===== config.mk =====
export PLATFORM = sky130hd
export DESIGN_NAME = pc_sequencer
export DESIGN_NICKNAME = d
export VERILOG_FILES = /design/src/rtl/pc_sequencer_pkg.sv /design/src/rtl/pc_sequencer_ras.sv /design/src/rtl/pc_sequencer.sv
export SDC_FILE = /design/constraint.sdc
export NUM_CORES = 1
export LEC_CHECK = 0
export ABC_AREA = 1
export BUFFER_PORTS_ARGS = -buffer_cell sky130_fd_sc_hd__buf_4
export CAP_MARGIN = 20
export CORE_MARGIN = 1
export CORE_UTILIZATION = 25
export CTS_CLUSTER_DIAMETER = 50
export DETAILED_ROUTE_END_ITERATION = 8
export PLACE_DENSITY_LB_ADDON = 0.1
export SLEW_MARGIN = 25
export SYNTH_ARGS = -nofsm -noshare
export SYNTH_HDL_FRONTEND = slang
export SYNTH_SLANG_ARGS = --single-unit
export TNS_END_PERCENT = 100

===== constraint.sdc =====
create_clock -name clk -period 3 [get_ports clk]
set_input_delay 0 -clock clk [delete_from_list [all_inputs] [get_ports clk]]
set_output_delay 0 -clock clk [all_outputs]
set_load 0.03 [all_outputs]

===== src/rtl/pc_sequencer_pkg.sv =====
// Shared types and default vectors for the program-counter sequencer.
package pc_pkg;

  // Next-PC source select.
  typedef enum logic [1:0] {
    PC_SEQ    = 2'b00,
    PC_BRANCH = 2'b01,
    PC_JUMP   = 2'b10,
    PC_REG    = 2'b11
  } pcsel_t;

  // Run/halt state.
  typedef enum logic [0:0] {
    RUN    = 1'b0,
    HALTED = 1'b1
  } state_t;

  localparam logic [31:0] RESET_VEC_DEFAULT = 32'h0040_0000;
  localparam logic [31:0] TRAP_VEC_DEFAULT  = 32'h0040_0180;

endpackage


===== src/rtl/pc_sequencer_ras.sv =====
// Circular return-address stack. DEPTH must be a power of two >= 2.
// Push when full overwrites the oldest entry; pop when empty is ignored.
// Push together with pop replaces the current top in place.
module pc_ras
  import pc_pkg::*;
#(
  parameter int unsigned WIDTH = 32,
  parameter int unsigned DEPTH = 4
) (
  input  logic             clk,
  input  logic             reset,
  input  logic             push,
  input  logic             pop,
  input  logic [WIDTH-1:0] push_data,
  output logic [WIDTH-1:0] top,
  output logic             valid
);

  localparam int unsigned PtrW = (DEPTH > 1) ? $clog2(DEPTH) : 1;
  localparam int unsigned CntW = $clog2(DEPTH + 1);

  logic [WIDTH-1:0] mem_q [DEPTH];
  logic [PtrW-1:0]  ptr_q, ptr_d, top_idx, wr_idx;
  logic [CntW-1:0]  cnt_q, cnt_d;
  logic             wr_en, pop_eff;

  // ptr_q addresses the next free slot; the top lives just below it.
  assign top_idx = ptr_q - PtrW'(1);
  assign valid   = (cnt_q != '0);
  assign top     = mem_q[top_idx];
  assign pop_eff = pop && valid;

  // Pointer/count next state and write-port selection.
  always_comb begin
    ptr_d  = ptr_q;
    cnt_d  = cnt_q;
    wr_en  = 1'b0;
    wr_idx = ptr_q;
    if (push && pop_eff) begin
      wr_en  = 1'b1;
      wr_idx = top_idx;
    end else if (push) begin
      wr_en = 1'b1;
      ptr_d = ptr_q + PtrW'(1);
      if (cnt_q != CntW'(DEPTH)) cnt_d = cnt_q + CntW'(1);
    end else if (pop_eff) begin
      ptr_d = top_idx;
      cnt_d = cnt_q - CntW'(1);
    end
  end

  // Pointer and occupancy registers; reset empties the stack.
  always_ff @(posedge clk) begin
    if (!reset) begin
      ptr_q <= '0;
      cnt_q <= '0;
    end else begin
      ptr_q <= ptr_d;
      cnt_q <= cnt_d;
    end
  end

  // Entry storage; contents are don't-care while the count says empty.
  always_ff @(posedge clk) begin
    if (wr_en) mem_q[wr_idx] <= push_data;
  end

endmodule


===== src/rtl/pc_sequencer.sv =====
// Program counter with internal next-PC selection, run/halt control and
// misaligned-target trapping. Define PC_RAS_EN to add a return-address stack.
module pc_sequencer
  import pc_pkg::*;
#(
  parameter int unsigned       WIDTH     = 32,
  parameter logic [WIDTH-1:0]  RESET_VEC = WIDTH'(RESET_VEC_DEFAULT),
  parameter logic [WIDTH-1:0]  TRAP_VEC  = WIDTH'(TRAP_VEC_DEFAULT),
  parameter int unsigned       INC       = 4,
  parameter int unsigned       RAS_DEPTH = 4
) (
  input  logic             clk,
  input  logic             reset,
  input  logic             enable,
  input  logic [1:0]       pcsel,
  input  logic [WIDTH-1:0] br_offset,
  input  logic [25:0]      jaddr,
  input  logic [WIDTH-1:0] jr_target,
  input  logic             halt,
  input  logic             resume,
  input  logic             ras_push,
  input  logic             ras_pop,
  output logic [WIDTH-1:0] pc,
  output logic [WIDTH-1:0] pc_plus,
  output logic             running,
  output logic             misalign_err,
  output logic [WIDTH-1:0] epc
);

  logic [WIDTH-1:0] pc_q, pc_d, epc_q, epc_d, cand, ras_top;
  state_t           state_q, state_d;
  logic             err_q, err_d, misalign, ras_hit;

  assign pc           = pc_q;
  assign pc_plus      = pc_q + WIDTH'(INC);
  assign running      = (state_q == RUN);
  assign misalign_err = err_q;
  assign epc          = epc_q;
  assign misalign     = (cand[1:0] != 2'b00);

`ifdef PC_RAS_EN
  logic ras_valid, ras_step;

  // The stack only moves on an enabled, non-trapping RUN cycle.
  assign ras_step = enable && (state_q == RUN) && !misalign;
  assign ras_hit  = ras_pop && ras_valid && (pcsel_t'(pcsel) == PC_REG);

  pc_ras #(
    .WIDTH (WIDTH),
    .DEPTH (RAS_DEPTH)
  ) u_ras (
    .clk       (clk),
    .reset     (reset),
    .push      (ras_step && ras_push),
    .pop       (ras_step && ras_pop && (pcsel_t'(pcsel) == PC_REG)),
    .push_data (pc_plus),
    .top       (ras_top),
    .valid     (ras_valid)
  );
`else
  logic unused_ras;

  assign ras_hit    = 1'b0;
  assign ras_top    = '0;
  assign unused_ras = ras_push | ras_pop;
`endif

  // Next-PC candidate from the select code.
  always_comb begin
    cand = pc_plus;
    unique case (pcsel_t'(pcsel))
      PC_SEQ:    cand = pc_plus;
      PC_BRANCH: cand = pc_plus + (br_offset << 2);
      PC_JUMP:   cand = {pc_plus[WIDTH-1:28], jaddr, 2'b00};
      PC_REG:    cand = ras_hit ? ras_top : jr_target;
      default:   cand = pc_plus;
    endcase
  end

  // Run/halt next state; a trap outranks a halt request in the same cycle.
  always_comb begin
    state_d = state_q;
    pc_d    = pc_q;
    epc_d   = epc_q;
    err_d   = err_q;
    if (enable) begin
      case (state_q)
        RUN: begin
          if (misalign) begin
            pc_d  = TRAP_VEC;
            epc_d = cand;
            err_d = 1'b1;
          end else begin
            pc_d = cand;
            if (halt) state_d = HALTED;
          end
        end
        HALTED: begin
          if (resume && !halt) state_d = RUN;
        end
        default: state_d = RUN;
      endcase
    end
  end

  // State registers with synchronous active-low reset.
  always_ff @(posedge clk) begin
    if (!reset) begin
      pc_q    <= RESET_VEC;
      state_q <= RUN;
      err_q   <= 1'b0;
      epc_q   <= '0;
    end else begin
      pc_q    <= pc_d;
      state_q <= state_d;
      err_q   <= err_d;
      epc_q   <= epc_d;
    end
  end

endmodule


* Word level (Yosys, flattened, before mapping)
Index checks and enable logic that the tools add are counted.
W data, S select, Z words.
** Word-level totals
- Bits in registers :: 66
- Input bits :: 99
- Output and inout bits :: 98
- Word-level logic and storage cells :: 22
** Cells by class
- Add/subtract/negate cells :: 2
- Equality and inequality tests :: 3
- Multiplexer cells :: 6
- Bitwise logic cells :: 1
- Reduce and logical (&&, ||, !) cells :: 6
** Operator list (count)
- $pmux W32 S4 :: 1
- $add A32 B3 Y32 const B :: 1
- $add A32 B32 Y32 :: 1
- $mux W32 :: 1
- $eq A2 B2 Y1 const B :: 2
- $mux W1 :: 3
- $reduce_and A3 Y1 :: 1
- $eq A2 B1 Y1 const B :: 1
- $logic_not A2 Y1 :: 1
- $pmux W1 S2 :: 1
- $reduce_and A2 Y1 :: 1
- $reduce_bool A2 Y1 :: 1
- $logic_and A1 B1 Y1 :: 1
- $logic_not A1 Y1 :: 1
- $not A1 Y1 :: 1

* Depth between registers and ports, before layout
- Depth in word-level cells :: 6
- Gate-level depth with buffers :: 24
- Mapped depth without buffers :: 24

* Worst setup path after synthesis
OpenSTA, ideal clock, no wires.
- Kind :: register to register
- Start :: reg pc_q[2] (netlist: pc[2])
- End :: reg epc_q[15] (netlist: epc[15])
- Library setup time :: 117 ps
- Arrival :: 3422 ps
- Required time :: 2883 ps
- Setup slack :: -538 ps
- Cell stages (with the launch flop) :: 18
- Buffers on the path :: 0
- Clock period less this slack :: 3538 ps
- Path through :: dfxtp_1 ha_1 nand2_2 nor2_2 nand2_4 nor3_2 xor2_1 ha_1 nand2_1 inv_1 nand2_1 nand2_1 a21oi_1 nand2_1 or2_2 nand3_1 nand4_1 a22o_1
** Between the ends
- Longest elaborated chain between the ends :: 3
** Ends and longest elaborated chain
- start: declaration :: line pc_sequencer.sv:30 : logic [WIDTH-1:0] pc_q, pc_d, epc_q, epc_d, cand, ras_top;
- start signal: assignment :: line pc_sequencer.sv:114 : pc_q <= pc_d;
- $add A32 B3 Y32 :: line pc_sequencer.sv:35 : assign pc_plus = pc_q + WIDTH'(INC);
- net pc_plus[14] :: line pc_sequencer.sv:24 : output logic [WIDTH-1:0] pc_plus,
- $add A32 B32 Y32 :: line pc_sequencer.sv:73 : PC_BRANCH: cand = pc_plus + (br_offset << 2);
- $pmux W32 S4 :: line pc_sequencer.sv:71 : unique case (pcsel_t'(pcsel))
- end signal: assignment :: line pc_sequencer.sv:117 : epc_q <= epc_d;
- end: declaration :: line pc_sequencer.sv:30
The timed path passes the listed nets, and every way through them passes these cells.
A chain may end at the register's enable or synchronous reset.

* Final worst setup path
- Start :: reg pc_q[2] (netlist: pc[2])
- End :: reg epc_q[14] (netlist: epc[14])
** Between the ends
- Longest elaborated chain between the ends :: 3
** Ends and longest elaborated chain (line)
- $add A32 B3 Y32 (*) :: pc_sequencer.sv:35
- $add A32 B32 Y32 :: pc_sequencer.sv:73
- $pmux W32 S4 (*) :: pc_sequencer.sv:71
Every way passes the cells marked *; elsewhere a longest branch is shown, timed or not.

==> results_dict.tcl <==
set metrics [dict create \
    period_share_pct 103.0 \
    startpoint_type "flop" \
    wl_per_cell_um 16.43 \
    syn-cell-area_um2 6042 \
    grt_overflow 0 \
    status "complete, but fails checks" \
    finalWorstSetupSlack_ns -0.08869 \
    ant_nets 0 \
    path_cells "inv_4 > nor2_4 > nand2_4 > nor2_8 > inv_2 > nor2_4 > xnor2_2 > clkinv_2 > ha_4 > nand2_2 > nand2_2 > o21bai_4 > nand3b_1 > o21ai_0 > nand3b_1 > a22o_1" \
    initial_core_util_pct 25.59 \
    chipHeight_um 157.5 \
    drt_iter0_drc 377 \
    hold_viol_final 0 \
    gp_congestion 0.8973 \
    drive_gt1_share_pct 47.91 \
    antenna_found_initial 0 \
    synth_compound_area_share_pct 12.45 \
    synth_mux_area_share_pct 0 \
    timing_worst_setup_path_type "reg2reg" \
    synth_top_family_by_area "simple AND/OR/NAND/NOR gates" \
    arrival_ns 3.31 \
    synth_top_area_cell "nand2_1" \
    fin_crit_ns 3.089 \
    yosysSeqAreaShare_pct 21.87 \
    syn-num-nets 1148 \
    ys_ff_latch 66 \
    rows 56 \
    sequentialPowerShare_pct 26.6 \
    intPower_mw 2.310 \
    synthToLayoutAreaGrowth_pct 79.42 \
    placeableCoreArea_um2 23610 \
    crit_fanout 5 \
    yosysMostFrequentCell "nand2_1" \
    vias 7770 \
    p_total_mw 3.623 \
    grt_pass1_wl_um 41360 \
    port_buffers 192 \
    switching_share_pct 36.26 \
    syn_avg_cell_area_um2 5.959 \
    p_sw_mw 1.314 \
    final_nets 1519 \
    slew_headroom_pct 34.12 \
    power_density_nw_per_um2 334.2 \
    crit_required_ns 3.22 \
    synth_common_cells "nand2_1 (389), inv_1 (119), nor2_1 (71), dfxtp_1 (66), a21oi_1 (64)" \
    via_per_inst 4.547 \
    r2r_setup_slack_ns -0.09 \
    placed_cells 1660 \
    hold_ws_ns 0.06097 \
    setup_viol 4 \
    rsz0062_at_grt "yes" \
    gr-usage-all-layers_pct 22.26 \
    synth_edf_count 0 \
    synthXorXnorAreaFrac_pct 2.733 \
    io_pins 197 \
    worst_pin_slew_ns 0.9870 \
    layoutNonFillerInstCount 1709 \
    cp-end-kind "flop" \
    netlist_top_cells_area "nand2_1 (24%), dfxtp_1 (22%), inv_1 (7.4%)" \
    synth_top_area_share_pct 24.17 \
    synth-simple-area-share_pct 45.64 \
    reg2reg_to "epc[14]" \
    slowest_delay_ns 0.38 \
    critPathLaunch "pc[2]" \
    power_frac_comb_pct 42.3 \
    dpl.hpwl_um 22780 \
    grt_max_degree 36 \
    clockPowerShare_pct 31.2 \
    synthCells 1014 \
    diodes 0 \
    drv_slew 0 \
    synth_ff_type "dfxtp_1" \
    r2r_start "pc[2]" \
    grt_pass1_vias 7414 \
    die_w_um 157.5 \
    synth.distinct_cells 44 \
    die-area_um2 24790 \
    cts_buffers 9 \
    yosysWarningCount 0 \
    clockRootBuffer "clkbuf_16" \
    drc 0 \
    violations "negative setup slack" \
    htree_levels 3 \
    worst_ir_drop_vdd_v 0.0003429 \
    p_leak_nw 5.400 \
    fmax_mhz 323.8 \
    cts_tree "built" \
    clock_skew_ns 0.01101 \
    cap_viol_max_count 0 \
    cts.clk_slew.worst_paths_ns 0.06 \
    r2r_cells 16 \
    drtPass1Iterations 5 \
    cts_buffer_depth 2 \
    crit_end "epc[14]" \
    ys_async_sr_fraction_pct 0 \
    synthAdderAreaFrac_pct 7.372 \
    cts.sinks 66 \
    wl_um 28080 \
    whs_path_depth 4 \
    clk_latency_ns 0.33 \
    slowest_stage "dfxtp_4" \
    setup_tns_ns -0.1975 \
    hold_path_class "in2reg" \
]
cells in the final DEF, fill, tap and decap left out, types with 9 or more instances in the layout:
cell type	instances
clkbuf_16	9
nor2_2	24
buf_6	11
nand2_1	333
nor2_1	40
dfxtp_1	47
o21ai_1	13
nand4_1	21
a21oi_1	44
inv_2	24
dfxtp_2	14
nand3_2	20
nand3b_1	17
nor2_4	19
inv_1	101
nand2_2	48
ha_4	27
buf_4	371
nand2_4	16
nand3_1	38
a21oi_2	21
a22o_1	25
registers in the layout, indices dropped and copies added, names as in the netlist:
register      flops
state_q           1
epc              32
misalign_err      1
pc               32
how the worst min path moves through the flow:
stage | start | end | slack [ns]
6_report | jaddr[0] | epc[2] | 0.06
5_1_grt | jaddr[0] | epc[2] | 0.09
4_1_cts | jaddr[0] | epc[2] | 0.06
3_5_place_dp | reset | misalign_err | 0.23
3_3_place_gp | reset | misalign_err | 0.23
2_1_floorplan | reset | misalign_err | 0.11
stage by stage:
step | cell area, um2 | utilization, % | worst slack, ns
after floorplan | 6181 | - | 0.003082
after global placement | 9111 | 38.59 | -0.1785
after detailed placement | 9111 | 38.59 | -0.2126
after CTS | 9888 | 41.88 | -0.01595
after global routing | 10840 | 45.91 | -0.1916
final | 10840 | 45.91 | -0.08869
per-layer routing:
layer	part of all wire, %	global-route usage [%]	up-vias
li1	-	-	3997
met1	49	31.21	3603
met2	47	36.49	150
met3	3.5	1.982	20
met4	1.4	5.317	0
met5	0	0	-
what timing repair did:
action / in CTS / in global routing
buffers inserted: 10 / 20
resized for setup: 73 / 193
hold endpoints to repair: 2 / 0
hold buffers: 3 / 0
pin swaps: 32 / 86
endpoints found under the setup margin: 46 / 49
worst max-delay path: cells and delay by family (launching register included):
| kind | cells | cell delay (ns) |
|---|---|---|
| adders and majority gates | 1 | 0.29 |
| and+or+nand+nor | 8 | 1.17 |
| buffers and inverters | 3 | 0.26 |
| DFF | 1 | 0.38 |
| xor gates and xnor gates | 1 | 0.14 |
| AOI/OAI and AO/OA | 3 | 0.72 |
logic make-up (layout without fill, tap and decap cells):
family          Yosys count  count (layout)
buf+inv                 154             530
fa+ha+maj                35              35
simple gates            617             617
flops                    66              66
compound gates          124             124
xor+xnor                 18              18
cell type report:
type                    instances  area, um2
well taps                     319      399.1
repair buffers                385       2939
inverters                     129      490.5
flip-flops and latches         66       1358
clock inverters                 7      92.59
clock buffers                   9      225.2
fillers                      2478      12770
multi-input cells             794       5336
power groups by stage:
stage / Combinational (mW) / Clock [mW] / Sequential, mW
after floorplan: 0.556 / 0 / 1.07
after global placement: 1.27 / 0 / 0.978
after detailed placement: 1.26 / 0 / 0.978
after CTS: 1.34 / 1.15 / 0.960
after global routing: 1.65 / 1.19 / 0.968
final: 1.53 / 1.13 / 0.962
(Power assumes the default switching activity.)
